**config.mk**
```make
export PLATFORM = sky130hd
export DESIGN_NAME = prio_code_decoder
export DESIGN_NICKNAME = d
export VERILOG_FILES = /design/src/rtl/prio_code_decoder_pkg.sv /design/src/rtl/prio_code_decoder_onehot_dec.sv /design/src/rtl/prio_code_decoder.sv
export SDC_FILE = /design/constraint.sdc
export NUM_CORES = 1
export LEC_CHECK = 0
export CAP_MARGIN = 20
export CORE_ASPECT_RATIO = 0.6
export CORE_MARGIN = 8
export CORE_UTILIZATION = 49
export DETAILED_ROUTE_END_ITERATION = 6
export PLACE_DENSITY = 0.71
export SLEW_MARGIN = 20
export SYNTH_ARGS = -nofsm -noshare
export SYNTH_HDL_FRONTEND = slang
export SYNTH_SLANG_ARGS = --single-unit
```
**constraint.sdc**
```tcl
create_clock -name clk -period 1.75 [get_ports clk]
set_input_delay 0.35 -clock clk [delete_from_list [all_inputs] [get_ports clk]]
set_output_delay 0.35 -clock clk [all_outputs]
set_load 0.005 [all_outputs]
```
**src/rtl/prio_code_decoder_pkg.sv**
```systemverilog
// Shared types and constants for the timed one-hot code decoder.
package prio_code_decoder_pkg;

    localparam int CNT_W  = 8;
    localparam int CODE_W = 2;

    typedef enum logic [1:0] {
        IDLE = 2'd0,
        HOLD = 2'd1,
        GAP  = 2'd2
    } state_t;

endpackage

```
**src/rtl/prio_code_decoder_onehot_dec.sv**
```systemverilog
// Binary-to-one-hot decoder with enable; output is all zero when disabled.
module onehot_dec #(
    parameter int N_CODE = 2
) (
    input  logic                 en,
    input  logic [N_CODE-1:0]    code,
    output logic [2**N_CODE-1:0] y
);

    always_comb begin
        y = '0;
        if (en) y[code] = 1'b1;
    end

endmodule

```
**src/rtl/prio_code_decoder.sv**
```systemverilog
// Timed one-hot line select: holds each accepted code for a fixed time,
// inserts an idle gap, and keeps one further code in a pending buffer.
module prio_code_decoder
    import prio_code_decoder_pkg::*;
#(
    parameter int N_CODE      = CODE_W,
    parameter int HOLD_CYCLES = 4,
    parameter int GAP_CYCLES  = 1
) (
    input  logic                 clk,
    input  logic                 rst,
    input  logic                 in_valid,
    input  logic [N_CODE-1:0]    in_code,
    output logic                 in_ready,
    output logic [2**N_CODE-1:0] y,
    output logic                 busy,
    output logic                 done,
    output logic [7:0]           dec_count
);

    localparam logic [CNT_W-1:0] HOLD_LD = CNT_W'(HOLD_CYCLES - 1);
    localparam logic [CNT_W-1:0] GAP_LD  =
        CNT_W'((GAP_CYCLES > 0) ? GAP_CYCLES - 1 : 0);

    state_t             state, state_n;
    logic [CNT_W-1:0]   hold_cnt, hold_n;
    logic [CNT_W-1:0]   gap_cnt, gap_n;
    logic [N_CODE-1:0]  code, code_n;
    logic [N_CODE-1:0]  buf_code, buf_code_n;
    logic               buf_full, buf_full_n;
    logic               done_n;
    logic [7:0]         count_n;
    logic               accept;
    logic               serve;

    assign in_ready = !buf_full;
    assign accept   = in_valid && !buf_full;
    assign busy     = (state != IDLE);

    always_comb begin
        state_n    = state;
        hold_n     = hold_cnt;
        gap_n      = gap_cnt;
        code_n     = code;
        buf_code_n = buf_code;
        buf_full_n = buf_full;
        done_n     = 1'b0;
        count_n    = dec_count;
        serve      = 1'b0;
        unique case (state)
            IDLE: begin
                if (accept) begin
                    state_n = HOLD;
                    code_n  = in_code;
                    hold_n  = HOLD_LD;
                end
            end
            HOLD: begin
                if (hold_cnt != '0) begin
                    hold_n = hold_cnt - CNT_W'(1);
                end else begin
                    done_n  = 1'b1;
                    count_n = dec_count + 8'd1;
                    if (GAP_CYCLES > 0) begin
                        state_n = GAP;
                        gap_n   = GAP_LD;
                    end else begin
                        serve = 1'b1;
                    end
                end
            end
            GAP: begin
                if (gap_cnt != '0) gap_n = gap_cnt - CNT_W'(1);
                else               serve = 1'b1;
            end
            default: state_n = IDLE;
        endcase
        // Buffered code wins; an empty buffer lets a same-edge accept start directly.
        if (serve) begin
            if (buf_full) begin
                state_n    = HOLD;
                code_n     = buf_code;
                hold_n     = HOLD_LD;
                buf_full_n = 1'b0;
            end else if (accept) begin
                state_n = HOLD;
                code_n  = in_code;
                hold_n  = HOLD_LD;
            end else begin
                state_n = IDLE;
            end
        end else if (accept && state != IDLE) begin
            buf_full_n = 1'b1;
            buf_code_n = in_code;
        end
    end

    always_ff @(posedge clk) begin
        if (rst) begin
            state     <= IDLE;
            hold_cnt  <= '0;
            gap_cnt   <= '0;
            code      <= '0;
            buf_code  <= '0;
            buf_full  <= 1'b0;
            done      <= 1'b0;
            dec_count <= 8'd0;
        end else begin
            state     <= state_n;
            hold_cnt  <= hold_n;
            gap_cnt   <= gap_n;
            code      <= code_n;
            buf_code  <= buf_code_n;
            buf_full  <= buf_full_n;
            done      <= done_n;
            dec_count <= count_n;
        end
    end

    onehot_dec #(
        .N_CODE(N_CODE)
    ) u_dec (
        .en   (state == HOLD),
        .code (code),
        .y    (y)
    );

endmodule
```
[Yosys cells after proc, flatten, opt, wreduce, memory -nomap -nowiden]
Cells that the tools add are included.
Cells by class
  add/sub/neg operators: 3
  multiplexer cells: 26
  bitwise logic cells: 3
  reductions and logical operators: 15
  eq/ne operators: 7
  magnitude comparators: 2
Operators with widths (count)
  $mux 8: 7
  $pmux 8 s2: 2
  $mux 2: 8
  $reduce_bool 8->1: 2
  $sub 8x1->8 const B: 2
  $add 8x1->8 const B: 1
  $mux 1: 6
  $ne 2x2->1 const B: 3
  $ne 3x3->1 const B: 2
  $pmux 2 s3: 1
  $reduce_and 3->1: 2
  $mux 4: 1
  $reduce_and 2->1: 2
  $reduce_bool 2->1: 2
  $reduce_or 2->1: 2
  $logic_and 1x1->1: 3
  $lt 2x3->1 const B: 1
  $not 1->1: 3
  $demux 1 s2: 1
  $eq 2x1->1 const B: 1
  $eq 2x2->1 const B: 1
  $ge 2x1->1 const B: 1
  $logic_not 2->1: 1
  $logic_not 1->1: 1
Storage, ports and cells
  input port bits: 5
  word-level logic and storage cells: 64
  output and inout port bits: 15
  bits in registers: 32

[Depth between registers and ports, before layout]
Gate-level depths: netlist (run 1).
  depth in word-level cells: 7
  depth in mapped cells: 8
  gate-level depth less buffers: 6

[Modules after synthesis]
Synthesis (run 1) repeated with hierarchy kept, for this count alone.
Unflattened totals
  cell total of the unflattened synthesis: 201
  area, all modules: 1707.9 um^2
Modules (own cells, without submodules)
  prio_code_decoder: area an instance 1670.4 um^2, instances 1, seq. area each 640.6 um^2, cells an instance 197
  onehot_dec: area an instance 37.5 um^2, instances 1, seq. area each 0.0 um^2, cells an instance 4

[Least setup slack after synthesis (run 1)]
No wires, ideal clock.
  path kind: register to register
  from: reg gap_cnt[0]
  to: reg hold_cnt[4]
  clock period less this slack: 1.796 ns
  data required time: 1.612 ns
  setup slack: -0.046 ns
  path buffers: 2
  data arrival time: 1.658 ns
  cell stages (with the launch flop): 9
  library setup time: 0.138 ns
  path through: dfxtp_1 -> inv_1 -> ha_1 -> or4b_1 -> buf_6 -> nor4_4 -> or2_1 -> buf_4 -> a311oi_1
Between the ends
  longest elaborated chain between the ends: 4
RTL lines
  start, declared: line prio_code_decoder.sv:27  | logic [CNT_W-1:0] gap_cnt, gap_n;
  start signal, assigned: line prio_code_decoder.sv:111  | gap_cnt <= gap_n;
  $reduce_bool 8->1: line prio_code_decoder.sv:73  | if (gap_cnt != '0) gap_n = gap_cnt - CNT_W'(1);
  $mux 1: line prio_code_decoder.sv:73
  $mux 1
  $mux 8: line prio_code_decoder.sv:79  | if (serve) begin
  end signal, assigned: line prio_code_decoder.sv:110  | hold_cnt <= hold_n;
  end, declared: line prio_code_decoder.sv:26  | logic [CNT_W-1:0] hold_cnt, hold_n;
No other way between the ends.
A chain may end at the register's enable or synchronous reset.

[Final worst setup path (run 1)]
  from: reg gap_cnt[0]
  to: reg hold_cnt[3]
The elaborated chain is that of the path after synthesis.

==> results of run 1 <==
==> layout make-up <==
class                           count  area [sq um]  area share [%]
Timing Repair Buffer               47         421.7           17.45
Clock inverter                      1         30.03           1.243
Sequential cell                    32         645.6           26.72
Inverter                            8         33.78           1.398
Multi-Input combinational cell    148          1132           46.87
Clock buffer                        7         96.34           3.988
Tap cell                           45         56.30           2.330
==> critical path: stages (launching register included) <==
cell	delay, ps
sky130_fd_sc_hd__dfxtp_2	320
sky130_fd_sc_hd__inv_2	70
sky130_fd_sc_hd__ha_4	120
sky130_fd_sc_hd__or4b_4	470
sky130_fd_sc_hd__buf_6	160
sky130_fd_sc_hd__nor4_4	170
sky130_fd_sc_hd__or2_4	240
sky130_fd_sc_hd__a311oi_2	50
==> stage by stage <==
stage | utilization, % | setup TNS, ps | cells | power, uW
2_1_floorplan | - | 0 | 197 | 1533
3_3_place_gp | 63.72 | -485.7 | 277 | 1958
3_5_place_dp | 63.72 | -924.1 | 277 | 1996
4_1_cts | 68.25 | 0 | 285 | 2772
5_1_grt | 73.59 | -555.3 | 288 | 3104
6_report | 73.59 | 0 | 288 | 2935
==> sequential cells by signal, indices dropped and copies added, names as in the netlist <==
name	count
dec_count	8
buf_full	1
state	2
gap_cnt	8
code	2
buf_code	2
hold_cnt	8
done	1
==> where the power goes <==
part | leakage (uW) | total (uW) | switching [uW] | internal, uW
Sequential | 0.000262 | 935 | 108 | 827
Clock | 0.0000645 | 779 | 277 | 502
Combinational | 0.000577 | 1220 | 627 | 595
==> worst max-delay path by stage <==
stage,startpoint,to,slack (ps),cells after the start
2_1_floorplan,gap_cnt[0]$_SDFFE_PP0P_,buf_code[0]$_SDFFE_PP0P_,90,7
3_3_place_gp,in_valid,buf_code[1]$_SDFFE_PP0P_,-110,4
3_5_place_dp,in_valid,buf_code[1]$_SDFFE_PP0P_,-170,4
4_1_cts,gap_cnt[1]$_SDFFE_PP0P_,hold_cnt[1]$_SDFF_PP0_,10,7
5_1_grt,gap_cnt[0]$_SDFFE_PP0P_,hold_cnt[3]$_SDFF_PP0_,-80,7
6_report,gap_cnt[0]$_SDFFE_PP0P_,hold_cnt[3]$_SDFF_PP0_,3,7
==> per-layer routing <==
layer  vias to the layer above  routed length [microns]
li1                        803                        -
met1                       789                     2080
met2                        52                     2139
met3                         7                      388
met4                         0                       71
met5                         -                        0
==> layout by cell type, fill, tap and decap left out, drive strengths merged, types with 3 or more instances in the layout <==
cell / netlist / final
a21oi: 16 / 16
a311oi: 4 / 4
and3: 4 / 4
buf: 5 / 28
clkbuf: 4 / 7
clkdlybuf4s50: 0 / 14
dfxtp: 32 / 32
dlygate4sd2: 0 / 5
ha: 5 / 5
inv: 8 / 7
mux2i: 4 / 4
nand2: 12 / 12
nand2b: 9 / 9
nand3: 5 / 5
nand4: 4 / 4
nor2: 22 / 22
nor2b: 3 / 3
nor3: 7 / 7
nor4: 3 / 3
o211ai: 3 / 3
o21ai: 8 / 8
o31ai: 4 / 4
or3: 4 / 4
or4: 4 / 4
xor2: 8 / 8
==> logic make-up after synthesis <==
family          after synthesis  share of synthesized area, %
compound gates               46                         18.10
xor+xnor                      9                         4.653
fa+ha+maj                     5                         3.693
buf+inv                      17                         4.653
flops                        32                         37.81
mux                           4                         2.363
simple gates                 84                         28.73
==> what timing repair did <==
item                                    4_1_cts  5_1_grt
buffers inserted                              0        2
pin swaps                                     0       14
hold buffers                                  0        0
endpoints found under the setup margin       13       23
cloned                                        0        1
resized for setup                            14       33
==> parameters.txt, run 1 <==
Parameter                              Value

Status
  Status ... finished clean

Routing
  Remaining DRCs ... 0
  Routed Wire Length ... 4679 microns
  Starting DRT DRC Count ... 105
  Count of nets left with antenna violations after detail routing ... 0
  Ratio of routed vias to standard cells ... 5.733
  Via Count ... 1651
  Number of detailed-route iterations in the first pass ... 4
  Average detailed-routed wire length per instance ... 16.25 microns

Floorplan
  Num ports ... 20
  Die Y-Extent ... 61.55 microns
  Starting density of the core ... 51.60%
  Area of the die ... 5657 sq um
  Number of standard-cell rows in the floorplan ... 16
  Die Width ... 91.91 microns
  Core region area ... 3283 sq um

Cells and area
  Post-layout net count ... 252
  FILL cells ... 253
  Non-Filler Cell Area, Final ... 2416 sq um
  Diode insertion count for antenna repair ... 0
  Area Growth Syn to Fin ... 42.61%
  Share of layout cells above drive strength 1 ... 29.63%

Critical path
  Largest fanout on the critical path ... 6
  Depth of the worst register-to-register path ... 7
  Worst r2r src ... gap_cnt[0]$_SDFFE_PP0P_
  WP data arrival ... 1900 ps
  Critical path required time ... 1900 ps
  Worst R2R End ... hold_cnt[3]$_SDFF_PP0_
  Endpoint class of the critical path ... register
  Category of the critical setup timing path ... register to register
  Worst-case register-to-register setup slack ... 3 ps
  Kind of start point of the critical path ... register

Yosys
  Avg Inst Size Synth ... 8.600 sq um
  Yosys warning total ... 0
  Async set-reset flop share out of synthesis ... 0%
  Post-Syn Area ... 1694 sq um
  Share of the yosys chip area belonging to registers ... 37.81%
  Synth cell count leaders ... sky130_fd_sc_hd__dfxtp_1 (32), sky130_fd_sc_hd__nor2_1 (22), sky130_fd_sc_hd__a21oi_1 (15)
  Cell type with the highest aggregate area in the netlist ... sky130_fd_sc_hd__dfxtp_1
  Prevailing post-synth register cell ... sky130_fd_sc_hd__dfxtp_1
  Post-synth top area share ... 37.81%
  Post-synth EDFFs ... 0
  Syn_nets ... 207
  Most frequent cell after synthesis ... sky130_fd_sc_hd__dfxtp_1
  Flop and latch count out of synthesis ... 32
  Synth top area cells ... sky130_fd_sc_hd__dfxtp_1 (38%), sky130_fd_sc_hd__nor2_1 (4.9%), sky130_fd_sc_hd__a21oi_1 (4.4%), sky130_fd_sc_hd__xor2_1 (4.1%), sky130_fd_sc_hd__ha_1 (3.7%)
  Gate Count Post-Synth ... 197
  Synth unique cells ... 48

Hold path
  Hold depth ... 2
  Type of the worst min-delay path ... register to register
  Worst Min Path Start ... buf_code[0]$_SDFFE_PP0P_
  Capture endpoint of the worst hold path ... buf_code[0]$_SDFFE_PP0P_

Timing
  Clock skew after layout ... 11.48 ps
  Final-report setup violation count ... 0
  Setup WS post-layout ... 3.043 ps
  Transition time at the pin with the least slew margin ... 465.8 ps
  Achievable Freq ... 572.4 MHz
  Fraction of the cycle the final worst path needs ... 99.83%
  Shortest period the worst path allows ... 1747 ps
  Hold violation total from the final report ... 0
  Slew Viols, Final ... 0
  Unrepaired setup endpoints after global routing ... true
  Worst-case headroom to the max-slew limit ... 68.83%
  Worst hold slack across all endpoints ... 483.6 ps

Pwr
  Maximum resistive drop on vdd ... 0.6629 mV
  Leakage ... 0.0009028 uW
  Power density over cell area ... 1215 nW/um^2

Clock tree
  Number of buffers created by CTS ... 5
  TritonCTS clock tree ... built
  Clock edge transition at the registers on the reported setup and hold paths ... 70 ps
  Clk_lat worst skew ... 290 ps
  CTS Root Buffer Type ... sky130_fd_sc_hd__clkbuf_8
  Clk sink count ... 32
  Number of buffers between clock root and the deepest sink ... 2
  Clock H-tree levels ... 2

Flow run
  Max Cap Viol ... 0

GRT
  Met3 demand-to-capacity share in global routing ... 7.908%
  Total gr overflow ... 0
  Largest net degree at the start of global routing ... 17
  GR met2 Demand/Resource ... 26.82%
  Via count of the first global-routing pass ... 1563
  Total routing usage reported by global routing ... 16.58%
  Busiest layer in global routing ... met2
  Global-route wire length before repair ... 7369 microns
  Met1 track utilization from global routing ... 19.07%
  Initial antenna violation count ... 0

Placement
  Post-detailed-placement cell area ... 2092 sq um
  Port bufs ... 19
  Worst slack at placement ... -165.7 ps
  Placed wire-length estimate ... 3260 microns
  GP Congestion ... 0.8642
(Power assumes the default switching activity.)
==> run 2, diff against run 1 <==
CELL_PAD_IN_SITES_DETAIL_PLACEMENT = 0   (was unset)
CELL_PAD_IN_SITES_GLOBAL_PLACEMENT = 2   (was unset)
CORE_UTILIZATION = 30   (was 49)
SLEW_MARGIN = unset   (was 20)
==> run 2 against run 1 <==
  * The flow now finishes with violations (setup timing)
  * Clock power shrank 24%
  * Sequential power grew 0.5%
  * Worst hold slack worse by 8.5 ps
  * Utilization down 30 points
  * Via count hardly changed
  * Global-route usage shrank 5.2 points
  * Critical path depth is the same
  * Design area is essentially flat
  * Sequential share of layout area up 0.12 points
  * Wire length is 0.75% lower
  * First-iteration DRC count fell by 16%
  * Fmax fell by 0.19%
  * Largest cell class unchanged
==> parameters.txt, run 2 (synthesis results as in run 1) <==
Parameter                              Value

Status
  Status ... finished with violations
  Failing checks ... setup timing

Clock tree
  Number of buffers created by CTS ... 5 (unchanged)
  Clock edge transition at the registers on the reported setup and hold paths ... 70 ps (about the same)
  CTS Root Buffer Type ... sky130_fd_sc_hd__clkbuf_8
  TritonCTS clock tree ... built
  Clk_lat worst skew ... 280 ps (about the same)
  Number of buffers between clock root and the deepest sink ... 2 (unchanged)
  Clk sink count ... 32 (unchanged)
  Clock H-tree levels ... 2 (unchanged)

Floorplan
  Core region area ... 5518 sq um (+68%)
  Number of standard-cell rows in the floorplan ... 21 (+5)
  Area of the die ... 8387 sq um (+48%)
  Starting density of the core ... 30.70% (-21 points)
  Die Y-Extent ... 74.21 microns (+21%)
  Die Width ... 113.0 microns (+23%)
  Num ports ... 20 (unchanged)

Pwr
  Leakage ... 0.0009199 uW (+1.9%)
  Switching Share ... 36.37% (+1.9 points)
  Share of power burned in registers ... 34.0% (+2.1 points)
  Maximum resistive drop on vdd ... 0.3304 mV (-50%)
  Overall power consumption ... 2761 uW (-5.9%)
  Int Pwr ... 1757 uW (-8.7%)
  Power density over cell area ... 1143 nW/um^2 (-5.9%)
  Clock Power Share ... 21.4% (-5.1 points)
  Total net switching power ... 1004 uW (-0.68%)
  Logic gate share of total power ... 44.6% (+3.0 points)

Timing
  Transition time at the pin with the least slew margin ... 463.0 ps (-2.838 ps)
  Total negative slack for setup checks ... -0.2027 ps (-0.2027 ps)
  Setup WS post-layout ... -0.2027 ps (-3.246 ps)
  Achievable Freq ... 571.4 MHz (-0.19%)
  Slew Viols, Final ... 0 (unchanged)
  Final-report setup violation count ... 1 (+1)
  Clock skew after layout ... 10.28 ps (-1.201 ps)
  Unrepaired setup endpoints after global routing ... true
  Hold violation total from the final report ... 0 (unchanged)
  Fraction of the cycle the final worst path needs ... 100.0% (+0.19 points)
  Worst-case headroom to the max-slew limit ... 68.90% (+0.072 points)
  Shortest period the worst path allows ... 1750 ps (+3.246 ps)

Cells and area
  Multi-input combinational cell area ... 1081 sq um (-4.5%)
  Diode insertion count for antenna repair ... 0 (unchanged)
  Most common cell after layout, fill and taps aside ... sky130_fd_sc_hd__buf_4
  Utilization after layout ... 43.76% (-30 points)
  Share of layout cells above drive strength 1 ... 29.76% (+0.13 points)
  Register cell area after layout ... 648.1 sq um (+0.39%)
  Most used cells in the layout excluding fill and tap cells ... sky130_fd_sc_hd__buf_4 (33), sky130_fd_sc_hd__dfxtp_1 (26), sky130_fd_sc_hd__nor2_1 (22)
  Post-layout net count ... 261 (+3.6%)
  Area Growth Syn to Fin ... 42.54% (about the same)
  Number of standard cells in the layout, taps in and fillers out ... 321 (+11%)
  Biggest registers after layout ... dec_count x8, gap_cnt x8, hold_cnt x8
  FILL cells ... 535 (+110%)

Placement
  Placed wire-length estimate ... 3427 microns (+5.1%)
  GP Congestion ... 0.8596 (-0.53%)
  Port bufs ... 19 (unchanged)
  Cell Count Post-Placement ... 309 (+12%)

Routing
  Number of detailed-route iterations in the first pass ... 4 (unchanged)
  Via Count ... 1650 (-0.061%)
  Routed Wire Length ... 4644 microns (-0.75%)
  Starting DRT DRC Count ... 88 (-16%)
  Count of nets left with antenna violations after detail routing ... 0 (unchanged)
  Remaining DRCs ... 0 (unchanged)
  Routed length on met2 ... 1972 microns (-7.8%)
  Ratio of routed vias to standard cells ... 5.140 (-10%)
  M1 wire length ... 2280 microns (+9.6%)
  Top routing layer used ... met4
  Total length of routed met3 wires ... 357 microns (-8.0%)
  Average detailed-routed wire length per instance ... 14.47 microns (-11%)

GRT
  Via count of the first global-routing pass ... 1566 (+0.19%)
  Total gr overflow ... 0 (unchanged)
  Total routing usage reported by global routing ... 11.36% (-5.2 points)
  Initial antenna violation count ... 0 (unchanged)
  Largest net degree at the start of global routing ... 17 (unchanged)
  Global-route wire length before repair ... 7541 microns (+2.3%)

Critical path
  Category of the critical setup timing path ... register to register
  Cells traversed along the worst timing path ... inv_2 > ha_4 > or4b_4 > buf_6 > o211ai_1 > xor2_1 > nor2_1
  Worst-case register-to-register setup slack ... -0.2 ps (about the same)
  Critical path required time ... 1920 ps (+20 ps)
  Largest fanout on the critical path ... 6 (unchanged)
  CP max-delay cell ... sky130_fd_sc_hd__or4b_4
  Delay of the slowest cell on the worst path ... 490 ps (+20 ps)
  Number of buffers and inverters on the critical path ... 2 (unchanged)
  Endpoint class of the critical path ... register
  Critical path's top delay family ... simple AND/OR/NAND/NOR gates
  WP data arrival ... 1920 ps (+20 ps)
  Kind of start point of the critical path ... register

Flow run
  Max Cap Viol ... 0 (unchanged)

Hold path
  Type of the worst min-delay path ... register to register
run 2: what timing repair did:
action                     4_1_cts  5_1_grt
buffers inserted                 0        4
gates resized for setup         17       22
hold buffers                     0        0
pin swaps                        5       14
setup endpoints to repair       24       22
run 2: routing by layer:
metal | track usage (%) | vias up
met5 | 0 | -
met4 | 4.692 | 0
met3 | 4.457 | 2
met2 | 16.40 | 43
met1 | 14.76 | 778
li1 | - | 827
run 2: per-stage QoR:
stage	setup slack (ps)	hold WS (ps)	instance area, sq um
finish	-0.2027	475.1	2415
global route	-73.89	490.7	2415
CTS	-36.65	482.9	2306
detailed placement	-181.2	471.2	2170
global placement	-156.0	463.5	2170
floorplan	94.73	447.5	1698
run 2: power by group through the flow:
stage	Combinational (uW)	Clock (uW)	Sequential, uW
floorplan	597	0	936
global placement	1080	0	935
detailed placement	1090	0	940
CTS	1130	611	935
global route	1360	650	956
finish	1230	590	940
run 2: layout make-up:
type	count	share of cell area (%)
clock buffers	6	3.420
clock inverters	2	0.4145
inverters	8	1.244
multi-input cells	148	44.77
flip-flops and latches	32	26.84
well taps	69	3.575
repair buffers	56	19.74
run 2: worst paths after layout:
check	start	end	cells past startpoint
setup / recovery	gap_cnt[0]$_SDFFE_PP0P_	gap_cnt[3]$_SDFFE_PP0P_	7
hold / removal	buf_code[1]$_SDFFE_PP0P_	buf_code[1]$_SDFFE_PP0P_	2
setup reg to reg	gap_cnt[0]$_SDFFE_PP0P_	gap_cnt[3]$_SDFFE_PP0P_	7
hold reg to reg	buf_code[1]$_SDFFE_PP0P_	buf_code[1]$_SDFFE_PP0P_	2
run 2: worst min-delay path, cell delays in order (launching register included):
cell and delay [ps]:
sky130_fd_sc_hd__dfxtp_1 320, sky130_fd_sc_hd__nand2b_1 60, sky130_fd_sc_hd__mux2i_1 50
==> run 3, diff against run 2 <==
TNS_END_PERCENT = 100   (was unset)
==> results of run 3 <==
Final layout, timing and power as in run 2 (identical DEF).
